## config.mk

```make
export PLATFORM = sky130hd
export DESIGN_NAME = cordic_sequencer
export DESIGN_NICKNAME = d
export VERILOG_FILES = /design/src/rtl/cordic_seq_pkg.sv /design/src/rtl/cordic_sequencer.sv
export SDC_FILE = /design/constraint.sdc
export NUM_CORES = 1
export LEC_CHECK = 0
export ABC_CLOCK_PERIOD_IN_PS = 2200
export BUFFER_PORTS_ARGS = -buffer_cell sky130_fd_sc_hd__buf_4
export CAP_MARGIN = 30
export CORE_MARGIN = 8
export CORE_UTILIZATION = 35
export DETAILED_ROUTE_END_ITERATION = 12
export PLACE_DENSITY = 0.56
export SETUP_SLACK_MARGIN = 0.05
export SYNTH_ARGS = -nofsm -noshare
export SYNTH_HDL_FRONTEND = slang
export SYNTH_SLANG_ARGS = --single-unit
```

## constraint.sdc

```tcl
create_clock -name clk -period 2.2 [get_ports clk]
set_clock_uncertainty 0.05 [all_clocks]
set_input_delay 0 -clock clk [delete_from_list [all_inputs] [get_ports clk]]
set_output_delay 0 -clock clk [all_outputs]
set_load 0.01 [all_outputs]
```

## src/rtl/cordic_seq_pkg.sv

```systemverilog
// Shared types and constants for the CORDIC request/response sequencer.
package cordic_seq_pkg;

  localparam int IN_W            = 10;
  localparam int OUT_W           = 11;
  localparam int CORDIC_DONE_LAT = 5;

  typedef enum logic [2:0] {
    IDLE,
    CLR,
    RUN,
    RD_A,
    RD_B,
    HOLD
  } seq_state_t;

  typedef struct packed {
    logic req_ready;
    logic cdc_rst;
    logic out_toggle;
    logic res_valid;
  } seq_out_t;

  // Moore outputs for a given state; loaded together with the state register.
  function automatic seq_out_t decode_outputs(seq_state_t s);
    seq_out_t o;
    o            = '0;
    o.req_ready  = (s == IDLE);
    o.cdc_rst    = (s inside {IDLE, CLR, HOLD});
    o.out_toggle = (s == RD_A);
    o.res_valid  = (s == HOLD);
    return o;
  endfunction

endpackage

```

## src/rtl/cordic_sequencer.sv

```systemverilog
// Turns the one-shot CORDIC core into a request/response engine: re-arm the core,
// wait for done (with timeout), read both output words, hold the result.
module cordic_sequencer
  import cordic_seq_pkg::*;
#(
  parameter int TIMEOUT_CYCLES = 15,
  parameter int RST_CYCLES     = 1
) (
  input  logic             clk,
  input  logic             rst,
  input  logic             req_valid,
  output logic             req_ready,
  input  logic             req_mode,
  input  logic [IN_W-1:0]  req_val,
  output logic             cdc_rst,
  output logic             cdc_mode,
  output logic             cdc_out_toggle,
  output logic [IN_W-1:0]  cdc_in_val,
  input  logic [OUT_W-1:0] cdc_val,
  input  logic             cdc_done,
  output logic             res_valid,
  input  logic             res_ready,
  output logic [OUT_W-1:0] res_a,
  output logic [OUT_W-1:0] res_b,
  output logic             res_mode,
  output logic             res_err
);

  localparam int TW = $clog2(TIMEOUT_CYCLES + 1);
  localparam int CW = (RST_CYCLES > 1) ? $clog2(RST_CYCLES) : 1;

  seq_state_t    state;
  seq_out_t      outs;
  logic [TW-1:0] timer;
  logic [CW-1:0] clr_cnt;

  assign req_ready      = outs.req_ready;
  assign cdc_rst        = outs.cdc_rst;
  assign cdc_out_toggle = outs.out_toggle;
  assign res_valid      = outs.res_valid;

  // Every transition reloads the output register from the state being entered,
  // so the core reset and output select are registered yet aligned with the state.
  always_ff @(posedge clk) begin
    if (rst) begin
      state      <= IDLE;
      outs       <= decode_outputs(IDLE);
      cdc_mode   <= 1'b0;
      cdc_in_val <= '0;
      timer      <= '0;
      clr_cnt    <= '0;
      res_a      <= '0;
      res_b      <= '0;
      res_mode   <= 1'b0;
      res_err    <= 1'b0;
    end else begin
      case (state)
        IDLE: begin
          if (req_valid) begin
            cdc_mode   <= req_mode;
            cdc_in_val <= req_val;
            clr_cnt    <= '0;
            state      <= CLR;
            outs       <= decode_outputs(CLR);
          end
        end
        CLR: begin
          if (int'(clr_cnt) >= RST_CYCLES - 1) begin
            timer <= '0;
            state <= RUN;
            outs  <= decode_outputs(RUN);
          end else begin
            clr_cnt <= clr_cnt + 1'b1;
          end
        end
        RUN: begin
          if (int'(timer) < TIMEOUT_CYCLES) timer <= timer + 1'b1;
          // A done seen on the timeout cycle still wins.
          if (cdc_done) begin
            state <= RD_A;
            outs  <= decode_outputs(RD_A);
          end else if (int'(timer) >= TIMEOUT_CYCLES) begin
            res_a    <= '0;
            res_b    <= '0;
            res_mode <= cdc_mode;
            res_err  <= 1'b1;
            state    <= HOLD;
            outs     <= decode_outputs(HOLD);
          end
        end
        RD_A: begin
          res_a <= cdc_val;
          state <= RD_B;
          outs  <= decode_outputs(RD_B);
        end
        RD_B: begin
          res_b    <= cdc_val;
          res_mode <= cdc_mode;
          res_err  <= 1'b0;
          state    <= HOLD;
          outs     <= decode_outputs(HOLD);
        end
        HOLD: begin
          if (res_ready) begin
            state <= IDLE;
            outs  <= decode_outputs(IDLE);
          end
        end
        default: begin
          state <= IDLE;
          outs  <= decode_outputs(IDLE);
        end
      endcase
    end
  end

endmodule

```

==> results of run 1 <==
-- synth_stat cells, drive strengths merged --
cell type,number,area [sq um]
dfxtp,46,921
nand2,37,139
a21oi,32,160
nor2,22,90.1
buf,15,103
o211ai,12,140
a22oi,11,82.6
clkbuf,5,18.8
nand3,4,32.5
nor3,4,20.0
o21ai,4,20.0
nand4b,3,26.3
a211o,2,17.5
inv,2,7.51
nand3b,2,15.0
nor2b,2,12.5
nor3b,2,15.0
xor2,2,17.5
a31oi,1,6.26
a41o,1,10.0
and2,1,6.26
and3,1,6.26
and4b,1,10.0
ha,1,12.5
mux2,1,11.3
mux2i,1,10.0
nand4bb,1,11.3
nor4b,1,8.76
o21a,1,7.51
o22ai,1,6.26
o41ai,1,8.76
or2,1,6.26
or3b,1,8.76
or4b,1,13.8
-- per-layer routing --
| metal | routed length [um] | share of wire (%) | track usage, % |
|---|---|---|---|
| met1 | 2440 | 47 | 15.2 |
| met2 | 2300 | 45 | 20.4 |
| met3 | 353 | 6.9 | 5.19 |
| met4 | 56 | 1.1 | 4.09 |
| met5 | 0 | 0 | 0 |
-- state kept, by name, indices dropped and copies added (netlist names), 3 cells and up --
signal      cells
cdc_in_val     10
res_a          11
res_b          11
state           3
timer           4
-- through the flow --
step | area [sq um] | hold slack, ns
detailed placement | 2490 | 0.207
floorplan | 1980 | 0.0860
CTS | 2810 | 0.0762
global route | 2810 | 0.0988
finish | 2810 | 0.0833
global placement | 2490 | 0.199
-- final cells by class --
type,count,area share [%]
tap,72,3.20
timing repair buffer,94,27.2
inverter,2,0.267
multi-input combinational,155,33.5
clock inverter,2,0.489
clock buffer,6,2.58
sequential,46,32.7
-- cell usage in the layout (no fill, tap or decap), drive strengths merged, types with 2 or more instances in the layout --
cell type,n
dfxtp,46
clkinv,2
a211o,2
nand4b,3
nor3b,2
nor2,22
xor2,2
inv,2
clkbuf,6
dlygate4sd3,24
nor3,4
o211ai,12
buf,70
nand3b,2
nand2,37
nor2b,2
a22oi,11
nand3,4
a21oi,32
o21ai,4
-- repair_timing --
item / 4_1_cts / 5_1_grt
hold buffers: 24 / 0
hold endpoints to repair: 35 / 0
setup buffers: 0 / 0
-- where the power goes --
part / switching [uW] / internal, uW / leakage [uW]
logic: 178 / 189 / 0.000705
registers: 56.9 / 882 / 0.000374
clock network: 279 / 224 / 0.0000452
total: 514 / 1300 / 0.00112
-- worst max-delay path, cell delays in order, from the launching register on --
cell and delay, ns:
dfxtp_1 0.74, nor2_1 0.21, and3_1 0.25, or3b_1 0.37, a21oi_1 0.13
-- logic make-up (layout without fill, tap and decap cells) --
kind of cell | Yosys count | after routing
AND/OR/NAND/NOR | 84 | 84
AO/OA/AOI/OAI | 66 | 66
flip-flops | 46 | 46
buffers and inverters | 22 | 104
XOR/XNOR | 2 | 2
multiplexers | 2 | 2
adder cells (fa/ha/maj) | 1 | 1
-- worst min path at each step --
stage,start,end,slack [ns],cells past startpoint
after CTS,req_valid,cdc_out_toggle$_SDFFE_PP0P_,0.08,4
after global placement,req_val[3],cdc_in_val[3]$_SDFFE_PP0P_,0.20,3
after floorplan,req_val[0],cdc_in_val[0]$_SDFFE_PP0P_,0.09,2
after global routing,rst,res_a[6]$_SDFFE_PP0P_,0.1,2
after detailed placement,req_val[1],cdc_in_val[1]$_SDFFE_PP0P_,0.21,3
final,req_valid,cdc_out_toggle$_SDFFE_PP0P_,0.08,4
==> impl_metrics.ini, run 1 <==
[floorplan]
die_h_um = 91.3
coreArea_sq_um = 5470
die_area_sq_um = 8330
rows = 27
chipWidth_um = 91.3
ios = 66
start_util_pct = 36.2

[routing]
routedWlPerCell_um = 13.7
first_iter_violations = 82
viasPerCell = 4.82
drt-total-wl_um = 5150
route.detailed.drc = 0
postRouteAntennaNets = 0
first_pass_iters = 4
vias = 1817

[synth]
ys_seq_area_share_pct = 46.5
yosysWarningCount = 0
muxShareOfSynthArea_pct = 1.07
syn_avg_cell_area_sq_um = 8.89
syn-cell-area_sq_um = 1980
synth_top_family_by_area = compound AO/OA/AOI/OAI gates
yosys.area_share.adder_pct = 0.631
synth.distinct_cells = 40
synth-xor-area-share_pct = 0.884
synth_compound_area_share_pct = 23.2
syn-num-nets = 251
ys_ff_latch = 46
netlist_instances = 223
synth-simple-area-share_pct = 21.3

[power_and_ir_drop]
finalPower_uw = 1810
p_per_area_nw_per_um2 = 643
ir_drop_mv = 0.342
p_leak_uw = 0.00112

[timing]
fin_setup_tns_ns = 0
tightest_slew_ns = 0.939
finalHoldViolations = 0
post-route-period-util_pct = 83.2
setup_viol = 0
fmax_mhz = 547
period_minus_slack_ns = 1.83
maxSlewHeadroom_pct = 37.3
rsz0062_at_grt = false
finalWorstSetupSlack_ns = 0.370
slew_viol_final = 0

[worst_setup_path]
endpoint_kind = flop
r2r-end = timer[1]$_SDFFE_PP0P_
cp.arrival_ns = 2.00
r2r_slack_ns = 0.37
crit_type = flop to flop
critPathMaxFanout = 21
r2r-start = state[0]$_SDFFE_PP0P_
critical_path.endpoint = timer[1]$_SDFFE_PP0P_
start_kind = flop
cp.required_ns = 2.37
r2r_cells = 4
worst_setup_path_startpoint = state[0]$_SDFFE_PP0P_

[place]
gp_congestion = 0.746
detailed_place_hpwl_um = 3620
port_buffers = 65
place_worst_setup_slack_ns = 0.344
dp_cells = 345

[clock_tree]
cts_made_buffers = 5
root_buffer = clkbuf_8
cts_tree = yes
path_clk_slew_ns = 0.08
htree_num_levels = 2
clk_latency_ns = 0.29
cts_buffer_depth = 2
ctsResizeCount = 0
clock_sinks = 46

[grt]
grt_max_degree = 48
grt_pass1_vias = 1918
grt_pass1_wl_um = 8920
antenna_found_initial = 0
grt_usage_pct = 12.8
gr-total-overflow = 0

[finish]
fin_util_pct = 51.4
finalNetCount = 332
synthToLayoutAreaGrowth_pct = 42.0
seq_area_sq_um = 921
drive_above_1_share_pct = 30.8
n_fill_cell = 535
fin_cells = 377
multi_input_area_sq_um = 943
num_antenna_cells = 0

[job]
max-cap-violations = 0

[hold_path]
holdCritPathClass = input port to flop

[status]
status = completed
Note: power is estimated with default switching activity, not from simulation.
==> inputs of run 2 (changes only) <==
--- a/config.mk
+++ b/config.mk
@@ -5,7 +5,7 @@
 export SDC_FILE = /design/constraint.sdc
 export NUM_CORES = 1
 export LEC_CHECK = 0
-export ABC_CLOCK_PERIOD_IN_PS = 2200
+export ABC_CLOCK_PERIOD_IN_PS = 1700
 export BUFFER_PORTS_ARGS = -buffer_cell sky130_fd_sc_hd__buf_4
 export CAP_MARGIN = 30
 export CORE_MARGIN = 8
==> constraint.sdc (replaced) <==
create_clock -name clk -period 1.7 [get_ports clk]
set_clock_uncertainty 0.05 [all_clocks]
set_input_delay 0 -clock clk [delete_from_list [all_inputs] [get_ports clk]]
set_output_delay 0 -clock clk [all_outputs]
set_load 0.01 [all_outputs]
==> run 2 against run 1 <==
  * Power up 38%
  * Maximum frequency up 17%
  * Clock power up 50%
  * Die area unchanged
  * Combinational power up 54%
  * Utilization up 2.1 points
  * Sequential cell count unchanged
  * Hold slack better by 0.0030 ns
  * Routed wire length up 7.7%
  * Critical path type unchanged
==> impl_metrics.ini, run 2 (synthesis results as in run 1) <==
[worst_setup_path]
r2r-end = state[0]$_SDFFE_PP0P_
crit_type = flop to flop
endpoint_kind = flop
critPathMaxFanout = 19
cp_slowest_cell = o41ai_1
r2r_slack_ns = 0.13
path_cells = buf_12, o41ai_1, a41o_1, o22ai_1
cp.required_ns = 1.82
path_delay_family = compound AO/OA/AOI/OAI gates
cp.arrival_ns = 1.69
slowest_delay_ns = 0.52
critPathBufInv = 1
r2r_cells = 4
start_kind = flop
r2r-start = state[0]$_SDFFE_PP0P_

[power_and_ir_drop]
finalPower_uw = 2510
clkPwrFrac_pct = 30.1
p_per_area_nw_per_um2 = 856
p_int_uw = 1800
power_frac_seq_pct = 47.3
ir_drop_mv = 0.437
power_frac_comb_pct = 22.6
swShare_pct = 28.1
p_leak_uw = 0.00118
switchingPower_uw = 704

[routing]
routedWlPerCell_um = 14.4
route.detailed.drc = 0
first_pass_iters = 4
postRouteAntennaNets = 0
vias = 1864
drt-total-wl_um = 5550
viasPerCell = 4.83
first_iter_violations = 113

[finish]
final_cell_mix = buf_4 (78), dfxtp_1 (46), nand2_1 (37), a21oi_1 (32), dlygate4sd3_1 (24)
layout_commonest_cell = buf_4
synthToLayoutAreaGrowth_pct = 47.7
num_antenna_cells = 0
drive_above_1_share_pct = 33.8
finalNetCount = 341
fin_cells = 386
largestRegisters = res_a x11, res_b x11, cdc_in_val x10

[timing]
rsz0062_at_grt = false
post-route-period-util_pct = 92.2
hold_ws_ns = 0.0863
finalHoldViolations = 0
slew_viol_final = 0
finalWorstSetupSlack_ns = 0.133
fin_setup_tns_ns = 0
fmax_mhz = 638
maxSlewHeadroom_pct = 66.6
period_minus_slack_ns = 1.57
setup_viol = 0
tightest_slew_ns = 0.494

[place]
dp_cells = 353
place_worst_setup_slack_ns = 0.110
port_buffers = 65
detailed_place_hpwl_um = 3680
gp_congestion = 0.755

[grt]
antenna_found_initial = 0
grt_pass1_wl_um = 9240
gr-total-overflow = 0
grt_usage_pct = 13.2
grt_pass1_vias = 1862
grt_max_degree = 48

[floorplan]
die_h_um = 91.3
ios = 66
start_util_pct = 36.2
rows = 27
die_area_sq_um = 8330
chipWidth_um = 91.3
coreArea_sq_um = 5470

[clock_tree]
root_buffer = clkbuf_8
cts_tree = yes
path_clk_slew_ns = 0.09
cts_made_buffers = 5
cts_buffer_depth = 2
clock_sinks = 46
htree_num_levels = 2
clk_latency_ns = 0.30

[job]
max-cap-violations = 0

[hold_path]
min_to = cdc_out_toggle$_SDFFE_PP0P_
worstHoldPathCells = 4
holdCritPathClass = input port to flop
worstHoldStart = req_valid

[status]
status = completed
## run 2: cell types whose count changed in the layout (fill, tap and decap cells not counted), sizes merged
| cell | delta |
|---|---|
| clkbuf | +1 |
| clkinv | -1 |
| buf | +9 |
## run 2: repair_timing
item                                    in CTS  in global routing
hold buffers                                24                  0
setup buffers                                0                  1
resized for setup                            0                  3
endpoints found under the setup margin       0                 20
hold endpoints to repair                    35                  0
## run 2: power groups by stage
| stage | sequential [uW] | combinational (uW) | clock [uW] |
|---|---|---|---|
| floorplan | 1220 | 283 | 0 |
| global placement | 1210 | 519 | 0 |
| detailed placement | 1210 | 518 | 0 |
| CTS | 1180 | 564 | 787 |
| global route | 1190 | 622 | 832 |
| finish | 1180 | 566 | 755 |
## run 2: final cells by class
| type | instances | area (sq um) |
|---|---|---|
| Clock inverter | 1 | 8.76 |
| Multi-Input combinational cell | 155 | 957 |
| Clock buffer | 7 | 96.3 |
| Timing Repair Buffer | 103 | 846 |
| Tap cell | 72 | 90.1 |
| Inverter | 2 | 7.51 |
| Sequential cell | 46 | 921 |
| Fill cell | 532 | 2550 |
## run 2: worst max-delay path by stage
stage / start / to / slack [ns] / depth (start not counted)
4_1_cts: state[2]$_SDFFE_PP0P_ / cdc_in_val[7]$_SDFFE_PP0P_ / 0.11 / 5
3_5_place_dp: state[2]$_SDFFE_PP0P_ / cdc_in_val[1]$_SDFFE_PP0P_ / 0.11 / 5
5_1_grt: state[2]$_SDFFE_PP0P_ / res_b[1]$_SDFFE_PP0P_ / 0.07 / 3
2_1_floorplan: state[2]$_SDFFE_PP0P_ / res_b[10]$_SDFFE_PP0P_ / 0.12 / 6
3_3_place_gp: state[0]$_SDFFE_PP0P_ / state[0]$_SDFFE_PP0P_ / 0.15 / 4
6_report: state[0]$_SDFFE_PP0P_ / state[0]$_SDFFE_PP0P_ / 0.13 / 4
## run 2: per-layer routing
metal	part of all wire (%)	track usage [%]	vias to the layer above	routed length [um]
li1	-	-	958	-
met1	45	16.0	848	2510
met2	46	21.0	53	2560
met3	7.9	5.68	5	436
met4	0.79	3.27	0	44
met5	0	0	-	0
## run 2: per-stage QoR
| step | area (sq um) | utilization [%] |
|---|---|---|
| 2_1_floorplan | 1980 | - |
| 4_1_cts | 2910 | 53.1 |
| 3_3_place_gp | 2560 | 46.8 |
| 5_1_grt | 2930 | 53.5 |
| 6_report | 2930 | 53.5 |
| 3_5_place_dp | 2560 | 46.8 |
## run 2: worst register-to-register path, stage by stage (launching register included)
cell and delay (ns):
dfxtp_1 0.35, buf_12 0.16, o41ai_1 0.52, a41o_1 0.24, o22ai_1 0.11
==> inputs of run 3 (changes only) <==
--- a/config.mk
+++ b/config.mk
@@ -5,13 +5,13 @@
 export SDC_FILE = /design/constraint.sdc
 export NUM_CORES = 1
 export LEC_CHECK = 0
-export ABC_CLOCK_PERIOD_IN_PS = 1700
+export ABC_CLOCK_PERIOD_IN_PS = 1900
 export BUFFER_PORTS_ARGS = -buffer_cell sky130_fd_sc_hd__buf_4
 export CAP_MARGIN = 30
 export CORE_MARGIN = 8
 export CORE_UTILIZATION = 35
 export DETAILED_ROUTE_END_ITERATION = 12
-export PLACE_DENSITY = 0.56
+export GPL_TIMING_DRIVEN = 0
 export SETUP_SLACK_MARGIN = 0.05
 export SYNTH_ARGS = -nofsm -noshare
 export SYNTH_HDL_FRONTEND = slang
==> constraint.sdc (replaced) <==
create_clock -name clk -period 1.9 [get_ports clk]
set_clock_uncertainty 0.05 [all_clocks]
set_input_delay 0 -clock clk [delete_from_list [all_inputs] [get_ports clk]]
set_output_delay 0 -clock clk [all_outputs]
set_load 0.01 [all_outputs]
==> run 3 against run 2 <==
  * Sequential share of layout area is 0.23 points lower
  * Cell area rose by 0.73%
  * Clock power is 15% higher
  * Via count grew 2.4%
  * Combinational power fell by 13%
  * Hold slack worse by 0.069 ns
  * Utilization increased by 0.39 points
  * Maximum frequency is 9.6% lower
  * Critical endpoint is now timer[1]$_SDFFE_PP0P_
  * First-iteration DRC count fell by 36%
==> impl_metrics.ini, run 3 (synthesis results as in run 1) <==
[status]
status = completed

[routing]
first_iter_violations = 72
routedWlPerCell_um = 14.4
drt-total-wl_um = 5640
vias = 1908
viasPerCell = 4.85
route.detailed.drc = 0
first_pass_iters = 4
postRouteAntennaNets = 0

[timing]
setup_viol = 0
finalWorstSetupSlack_ns = 0.166
tightest_slew_ns = 0.591
fin_setup_tns_ns = 0
fmax_mhz = 577
slew_viol_final = 0
finalHoldViolations = 0
maxSlewHeadroom_pct = 60.5
rsz0062_at_grt = false
period_minus_slack_ns = 1.73
post-route-period-util_pct = 91.3
hold_ws_ns = 0.0177

[finish]
drive_above_1_share_pct = 32.1
final_cell_mix = buf_4 (65), dfxtp_1 (46), nand2_1 (37), a21oi_1 (32), dlygate4sd3_1 (25)
fin_util_pct = 53.9
layout_commonest_cell = buf_4
fin_area_sq_um = 2950
num_antenna_cells = 0
finalNetCount = 348
largestRegisters = res_a x11, res_b x11, cdc_in_val x10
synthToLayoutAreaGrowth_pct = 48.7

[worst_setup_path]
crit_type = flop to flop
start_kind = flop
critPathMaxFanout = 8
slowest_delay_ns = 0.41
path_cells = ha_1, nand3_4, and3_1, or3b_1, a21oi_1
cp.required_ns = 2.08
cp.arrival_ns = 1.91
cp_slowest_cell = dfxtp_1
endpoint_kind = flop

[job]
max-cap-violations = 0

[power_and_ir_drop]
p_per_area_nw_per_um2 = 819
p_int_uw = 1790
swShare_pct = 25.9
clkPwrFrac_pct = 35.9
power_frac_comb_pct = 20.4
switchingPower_uw = 625
power_frac_seq_pct = 43.7
p_leak_uw = 0.00120
ir_drop_mv = 0.433

[floorplan]
rows = 27
die_h_um = 91.3
coreArea_sq_um = 5470
die_area_sq_um = 8330
ios = 66
start_util_pct = 36.2
chipWidth_um = 91.3

[grt]
met3_usage_pct = 5.68
grt_usage_pct = 13.8
grt_use_met2_pct = 22.5
gr-total-overflow = 0
grt_pass1_wl_um = 9560
grt.busiest_layer = met2
grt_max_degree = 16
antenna_found_initial = 0
grtUsageMet1_pct = 16.3
grt_pass1_vias = 1961

[place]
gp_congestion = 0.779
place_area_sq_um = 2560
port_buffers = 65
detailed_place_hpwl_um = 4070
place_worst_setup_slack_ns = 0.122

[clock_tree]
cts_tree = yes
clock_sinks = 46
clk_latency_ns = 0.29
cts_buffer_depth = 2
path_clk_slew_ns = 0.09
root_buffer = clkbuf_8
htree_num_levels = 2
cts_made_buffers = 5

[hold_path]
holdCritPathClass = input port to flop
run 3: cell types whose count changed in the layout (fill, tap and decap cells not counted), moves of 2 or more:
| cell | change |
|---|---|
| clkbuf_8 | -2 |
| buf_4 | -13 |
| buf_2 | +12 |
| clkbuf_1 | +5 |
| buf_6 | +2 |
| bufinv_16 | +2 |
run 3: stage by stage:
| step | std cells | power [uW] |
|---|---|---|
| 6_report | 393 | 2420 |
| 5_1_grt | 393 | 2540 |
| 4_1_cts | 393 | 2450 |
| 3_5_place_dp | 360 | 1530 |
| 3_3_place_gp | 360 | 1530 |
| 2_1_floorplan | 223 | 1350 |
run 3: final timing paths:
path,cells after the start,from,to,slack (ns)
setup / recovery,5,timer[0]$_SDFFE_PP0P_,timer[1]$_SDFFE_PP0P_,0.17
hold / removal,4,req_valid,cdc_in_val[7]$_SDFFE_PP0P_,0.02
hold reg to reg,2,cdc_in_val[3]$_SDFFE_PP0P_,cdc_in_val[3]$_SDFFE_PP0P_,0.41
setup reg to reg,5,timer[0]$_SDFFE_PP0P_,timer[1]$_SDFFE_PP0P_,0.17
run 3: worst max-delay path: cells and delay by family (launching register included):
family / cells / cell delay (ns)
AOI/OAI and AO/OA: 1 / 0.13
and+or+nand+nor: 3 / 0.79
adders and majority gates: 1 / 0.29
DFF: 1 / 0.41
run 3: per-layer routing:
metal	up-vias	routed length [um]
met1	875	2530
met2	53	2640
met3	5	427
met5	-	0
li1	975	-
met4	0	38
run 3: cell type report:
| type | instances | area, sq um |
|---|---|---|
| inverters | 2 | 7.51 |
| plain buffers | 20 | 121 |
| repair buffers | 90 | 738 |
| flip-flops and latches | 46 | 921 |
| clock inverters | 3 | 68.8 |
| clock buffers | 5 | 68.8 |
| well taps | 72 | 90.1 |
| multi-input cells | 155 | 932 |
| fillers | 540 | 2520 |
run 3: power groups by stage:
stage	clock [uW]	sequential, uW	combinational, uW
after global placement	0	1080	454
after global routing	932	1060	548
after detailed placement	0	1080	457
after floorplan	0	1090	254
final	867	1050	494
after CTS	897	1060	499
run 3: what timing repair did:
action / in CTS / in global routing
setup endpoints to repair: 0 / 10
hold buffers: 25 / 0
setup buffers: 0 / 0
endpoints found under the hold margin: 37 / 0
resized for setup: 0 / 1
